## config.mk

```make
export PLATFORM = sky130hd
export DESIGN_NAME = y_shift_reg
export DESIGN_NICKNAME = d
export VERILOG_FILES = /design/src/rtl/y_shift_reg.sv
export SDC_FILE = /design/constraint.sdc
export NUM_CORES = 1
export LEC_CHECK = 0
export BUFFER_PORTS_ARGS = -buffer_cell sky130_fd_sc_hd__buf_2
export CAP_MARGIN = 20
export CORE_UTILIZATION = 54
export CTS_CLUSTER_SIZE = 28
export DETAILED_ROUTE_END_ITERATION = 16
export PLACE_DENSITY = 0.84
export SLEW_MARGIN = 30
export SYNTH_ARGS = -nofsm -noshare
export SYNTH_HDL_FRONTEND = slang
export SYNTH_SLANG_ARGS = --single-unit
```

## constraint.sdc

```tcl
create_clock -name clk -period 2.81 [get_ports clk]
set_input_delay 0.562 -clock clk [delete_from_list [all_inputs] [get_ports clk]]
set_output_delay 0.562 -clock clk [all_outputs]
set_load 0.03 [all_outputs]
```

## src/rtl/y_shift_reg.sv

```systemverilog
// Y operand register with a multi-cycle barrel-free shifter (one bit per clock).
// Optional macro Y_SHIFT_ROTATE_EN enables the ROR mode (shift_mode=11).
//
// state | meaning
// IDLE  | waiting; y_in loads bus, shift_start begins a shift
// SHIFT | one bit shifted per edge until the counter reaches zero
// DONE  | single-cycle completion pulse, then back to IDLE
module y_shift_reg #(
    parameter int WIDTH = 16
) (
    input  logic             clk,
    input  logic             rst_n,
    input  logic [WIDTH-1:0] bus,
    input  logic             y_in,
    input  logic             shift_start,
    input  logic [3:0]       shift_amt,
    input  logic [1:0]       shift_mode,
    output logic [WIDTH-1:0] y_shifted,
    output logic             busy,
    output logic             done
);

    localparam logic [1:0] IDLE  = 2'd0;
    localparam logic [1:0] SHIFT = 2'd1;
    localparam logic [1:0] DONE  = 2'd2;

    localparam logic [1:0] MODE_LSL = 2'b00;
    localparam logic [1:0] MODE_LSR = 2'b01;
    localparam logic [1:0] MODE_ASR = 2'b10;

    logic [1:0]       state;
    logic [WIDTH-1:0] y_reg;
    logic [3:0]       cnt;
    logic [1:0]       mode_q;
    logic [WIDTH-1:0] y_step;

    always_comb begin
        y_step = y_reg;
        case (mode_q)
            MODE_LSL: y_step = {y_reg[WIDTH-2:0], 1'b0};
            MODE_LSR: y_step = {1'b0, y_reg[WIDTH-1:1]};
            MODE_ASR: y_step = {y_reg[WIDTH-1], y_reg[WIDTH-1:1]};
            default: begin
`ifdef Y_SHIFT_ROTATE_EN
                y_step = {y_reg[0], y_reg[WIDTH-1:1]};
`else
                // Rotate compiled out: Y holds, sequence timing is unchanged.
                y_step = y_reg;
`endif
            end
        endcase
    end

    always_ff @(posedge clk or negedge rst_n) begin
        if (!rst_n) begin
            state  <= IDLE;
            y_reg  <= '0;
            cnt    <= 4'd0;
            mode_q <= MODE_LSL;
        end else begin
            case (state)
                IDLE: begin
                    if (y_in) begin
                        y_reg <= bus;
                    end else if (shift_start) begin
                        mode_q <= shift_mode;
                        cnt    <= shift_amt;
                        state  <= (shift_amt == 4'd0) ? DONE : SHIFT;
                    end
                end
                SHIFT: begin
                    y_reg <= y_step;
                    cnt   <= cnt - 4'd1;
                    if (cnt == 4'd1) begin
                        state <= DONE;
                    end
                end
                DONE:    state <= IDLE;
                default: state <= IDLE;
            endcase
        end
    end

    assign y_shifted = y_reg;
    assign busy      = (state == SHIFT);
    assign done      = (state == DONE);

endmodule

```

## Yosys cells after proc, flatten, opt, wreduce, memory -nomap -nowiden

Index checks and enable logic that the tools add are counted.

- Bits in registers: 24
- Logic and storage cells: 39
- Output and inout bits: 18
- Latch bits: 0
- Memory bits (writable): 0
- Bits in read-only memories: 0
- Memories kept: 0
- Input port bits: 26

- Bitwise gates (word level): 1
- Add/sub/neg operators: 1
- Div/mod/pow operators: 0
- Eq/ne operators: 12
- Reduce and logical (&&, ||, !) cells: 9
- $lt $le $gt $ge: 0
- Multiplexer cells: 11
- Multiply operators: 0
- Shift-type cells: 0

Operators with widths:

| operator | count |
|---|---|
| 16-bit case mux with 3 select lines | 1 |
| 16-bit case mux with 2 select lines | 1 |
| 16-bit 2-to-1 mux | 1 |
| 3-bit AND reduction | 4 |
| 2-bit 2-to-1 mux | 4 |
| 4-bit 2-to-1 mux | 2 |
| 2-bit != test (second input constant) | 4 |
| 4-bit case mux with 2 select lines | 1 |
| 2-bit by 1-bit equality test with 1-bit output (second input constant) | 2 |
| 2-bit equality test (second input constant) | 2 |
| 4-bit by 1-bit equality test with 1-bit output (second input constant) | 1 |
| 2-bit zero test | 2 |
| 4-bit zero test | 1 |
| 4-bit by 1-bit != test with 1-bit output (second input constant) | 1 |
| 2-bit case mux with 2 select lines | 1 |
| 4-bit AND reduction | 1 |
| 4-bit by 1-bit subtractor with 4-bit output (second input constant) | 1 |
| 3-bit by 1-bit != test with 1-bit output (second input constant) | 1 |
| 2-bit by 1-bit != test with 1-bit output (second input constant) | 1 |
| 2-bit nonzero test | 1 |
| 1-bit NOT | 1 |

## Longest topological paths before layout

- Word-level depth: 5
- Depth in mapped cells: 7
- Depth with buffers taken out: 6

## Least setup slack after synthesis

Ideal clock, no wire load.

- Kind: flip-flop to output port
- Start point: register state[1]
- End point: output done
- Buffers on the path: 1
- Path slack: 1121 ps
- Data required time: 2248 ps
- Arrival time: 1127 ps
- Stages on the path, launching flop included: 3
- Path through: dfrtp_1 -> clkbuf_1 -> nor2b_1

- Longest elaborated chain between the ends: 1

Ends and longest elaborated chain:

| item | line | RTL |
|---|---|---|
| start, declared | 31 | `logic [1:0] state;` |
| start signal, assigned | 68 | `state <= (shift_amt == 4'd0) ? DONE : SHIFT;` |
| 2-bit equality test | 86 | `assign done = (state == DONE);` |
| end, declared | 20 | `output logic done` |

No other way between the ends.

## Final worst setup path

- Start point: register state[0]
- End point: output busy

- Longest elaborated chain between the ends: 1

Ends and longest elaborated chain:

| item | line | RTL |
|---|---|---|
| 2-bit by 1-bit equality test with 1-bit output | 85 | `assign busy = (state == SHIFT);` |
| end, declared | 19 | `output logic busy,` |

No other way between the ends.

==> summary.md <==
| Metric | Value |
|---|---|
| Core Util, Final | `0.654` |
| Clock sinks | `24` |
| Combinational family with the most area after synthesis | `compound AO/OA/AOI/OAI gates` |
| FP Rows | `18` |
| Number of antenna diodes | `0` |
| Sequential share of the synthesized area | `0.432` |
| Post-CTS Resized | `0` |
| Mapped Cells | `154` |
| Max stage delay cell, worst path | `dfrtp_1` |
| Initial antenna violation count | `0` |
| Post-synth top flop | `dfrtp_1` |
| FF-to-FF setup slack | `0.85 ns` |
| Area Overhead vs Synth | `15.7%` |
| DPL Wire Length | `2210 um` |
| WP data arrival | `1.79 ns` |
| Status | `finished clean` |
| Synthesized-area fraction occupied by adder cells | `0.0450` |
| GPL Wtd Cong | `0.783` |
| Ratio of cells with drive above 1 in the final layout | `0.263` |
| Avg WL per Cell | `14.2 um` |
| Final period util | `0.836` |
| Yosys cell types | `29` |
| Power Density | `1370 nW/um2` |
| Die area | `2780 um2` |
| Worst r2r src | `mode_q[0]` |
| Peak VDD IR | `1.19 mV` |
| Max-slew violation count | `0` |
| Worst path max stage delay | `0.73 ns` |
| CTS tree | `built` |
| DRC errors left | `0` |
| Hold-fix buffers, CTS | `0` |
| Final Skew | `0.00182 ns` |
| GRT Total Usage | `0.248` |
| Post-synth EDFFs | `0` |
| Setup crit start kind | `flip-flop` |
| Worst Hold Class | `in2async` |
| Final WL | `3120 um` |
| Final Net Count | `222` |
| DR iter-0 viols | `41` |
| Max cap viols | `0` |
| Min cycle time layout | `2.35 ns` |
| Die height | `52.7 um` |
| Final Hold Fails | `0` |
| Via count | `1,307` |
| Crit path capture type | `output port` |
| Multiplexer share of the synthesized area | `0.00811` |
| Num CTS Buffers | `3` |
| Setup bufs post-CTS | `0` |
| FFs w/ async S/R, synth | `1.00` |
| Synth Area in Compound Gates | `0.311` |
| Worst skew pair latency | `0.31 ns` |
| Worst-path clk slew | `0.13 ns` |
| Crit path max fanout | `20` |
| R2R cell count | `5` |
| First-pass GRT wire length | `5150 um` |
| Synthesized cell area | `1390 um2` |
| Initial Util | `0.566` |
| Largest net degree at the start of global routing | `31` |
| H-tree depth | `1` |
| Fill cells | `217` |
| Final setup viols | `0` |
| DRT Pass-1 Iters | `4` |
| IO Pins | `44` |
| Syn Area/Cell | `9.02 um2` |
| Root buf cell | `clkbuf_4` |
| RR Endpoint | `y_shifted[9]` |
| Relative slew slack | `0.450` |
| Worst path cell trace | `nand2b_4 > inv_2 > buf_2` |
| Core Area | `2450 um2` |
| Vias per inst | `5.94` |
| Synth warn | `0` |
| RSZ-0062 raised after global routing | `no` |
| Post-Syn Nets | `185` |
| Crit Path Class | `reg2out` |
| GR Overflow Total | `0` |
| Req. time, crit path | `2.25 ns` |
| Number of global-route vias before repair | `1,116` |
| Chip Width | `52.7 um` |
| Xor/xnor share of the synthesized area | `0` |
| TNS Setup | `0 ns` |
| Actual slew at the worst max-slew pin | `0.825 ns` |
| Input/output buffers | `43` |
| Lkg Pwr | `0.000768 uW` |
| Clock Path Buffers | `2` |
| Power, Total | `2210 uW` |
| Fmax | `0.426 GHz` |
| Final ANT Viol Nets | `0` |
| Seq cells post-synth | `24` |
| Area share of and/or/nand/nor cells after synthesis | `0.131` |
[worst max-delay path by stage]
stage | start | to | slack, ns | cells past startpoint
global route | state[0] | busy | 0.32 | 3
detailed placement | state[0] | busy | 0.82 | 3
finish | state[0] | busy | 0.46 | 3
global placement | state[0] | busy | 0.86 | 3
floorplan | state[1] | done | 1.12 | 2
CTS | state[0] | busy | 0.47 | 3
[cells in the mapped netlist (3+ instances only)]
| master | instances | area (um2) |
|---|---|---|
| a21oi_1 | 9 | 45.0 |
| o21ai_1 | 22 | 110 |
| ha_1 | 5 | 62.6 |
| clkbuf_1 | 4 | 15.0 |
| nor2_1 | 6 | 22.5 |
| dfrtp_1 | 24 | 601 |
| a221o_1 | 14 | 140 |
| o22a_1 | 4 | 35.0 |
| nor3_1 | 5 | 25.0 |
| inv_1 | 7 | 26.3 |
| nand2_1 | 20 | 75.1 |
| buf_6 | 3 | 33.8 |
| o21ai_0 | 11 | 55.1 |
| buf_2 | 3 | 15.0 |
[through the flow]
stage,setup slack [ns],cells,area [um2],hold WS [ns]
4_1_cts,0.471,220,1610,0.226
6_report,0.461,220,1610,0.207
2_1_floorplan,1.12,154,1390,0.266
3_3_place_gp,0.862,216,1570,0.510
5_1_grt,0.321,220,1610,0.237
3_5_place_dp,0.822,216,1570,0.532
[cell type report]
cell class              count  area, um2  area share
flip-flops and latches     24        601       0.374
well taps                  30       37.5      0.0234
clock buffers               4       36.3      0.0226
repair buffers             43        215       0.134
multi-input cells         111        687       0.428
inverters                   8       30.0      0.0187
[flip-flops by register name (all words and copies together), names as in the netlist]
signal,flops
y_shifted,16
state,2
cnt,4
mode_q,2
[layer usage]
layer  vias to the layer above  GRT usage  share of wire  routed length, um
li1                        634          -              -                  -
met1                       619      0.359           0.45               1410
met2                        48      0.384           0.48               1490
met3                         6     0.0377          0.060                189
met4                         0     0.0614          0.013                 40
met5                         -          0              0                  0
[cell usage in the layout (no fill, tap or decap)]
| cell | count |
|---|---|
| dfrtp_1 | 24 |
| or3_1 | 1 |
| o211ai_1 | 1 |
| a31oi_1 | 1 |
| nor2b_1 | 2 |
| nor3_1 | 5 |
| nand2b_1 | 2 |
| inv_1 | 7 |
| buf_2 | 43 |
| a21oi_1 | 9 |
| inv_2 | 1 |
| ha_1 | 5 |
| o21ai_1 | 22 |
| a221o_1 | 14 |
| nor2_1 | 6 |
| and3_1 | 1 |
| o21bai_1 | 1 |
| o22a_1 | 4 |
| o21a_1 | 1 |
| clkbuf_4 | 3 |
| nand2b_4 | 1 |
| or4_1 | 1 |
| clkbuf_8 | 1 |
| a21o_1 | 1 |
| mux2_2 | 1 |
| o21ai_0 | 11 |
| nand2_1 | 20 |
| o32a_1 | 1 |
[logic make-up after synthesis]
| family | after synthesis |
|---|---|
| multiplexers | 1 |
| AO/OA/AOI/OAI | 66 |
| AND/OR/NAND/NOR | 39 |
| flip-flops | 24 |
| buffers and inverters | 19 |
| adder cells (fa/ha/maj) | 5 |
[worst max-delay path, delay by kind of cell, from the launching register on]
| kind | cells | cell delay, ns |
|---|---|---|
| buffers and inverters | 2 | 0.51 |
| DFF | 1 | 0.73 |
| and+or+nand+nor | 1 | 0.24 |
[report_power, final]
group | switching, uW | internal [uW]
logic | 829 | 464
clock network | 100 | 79.1
registers | 215 | 520
No activity file was read; power rests on OpenSTA's default activity.
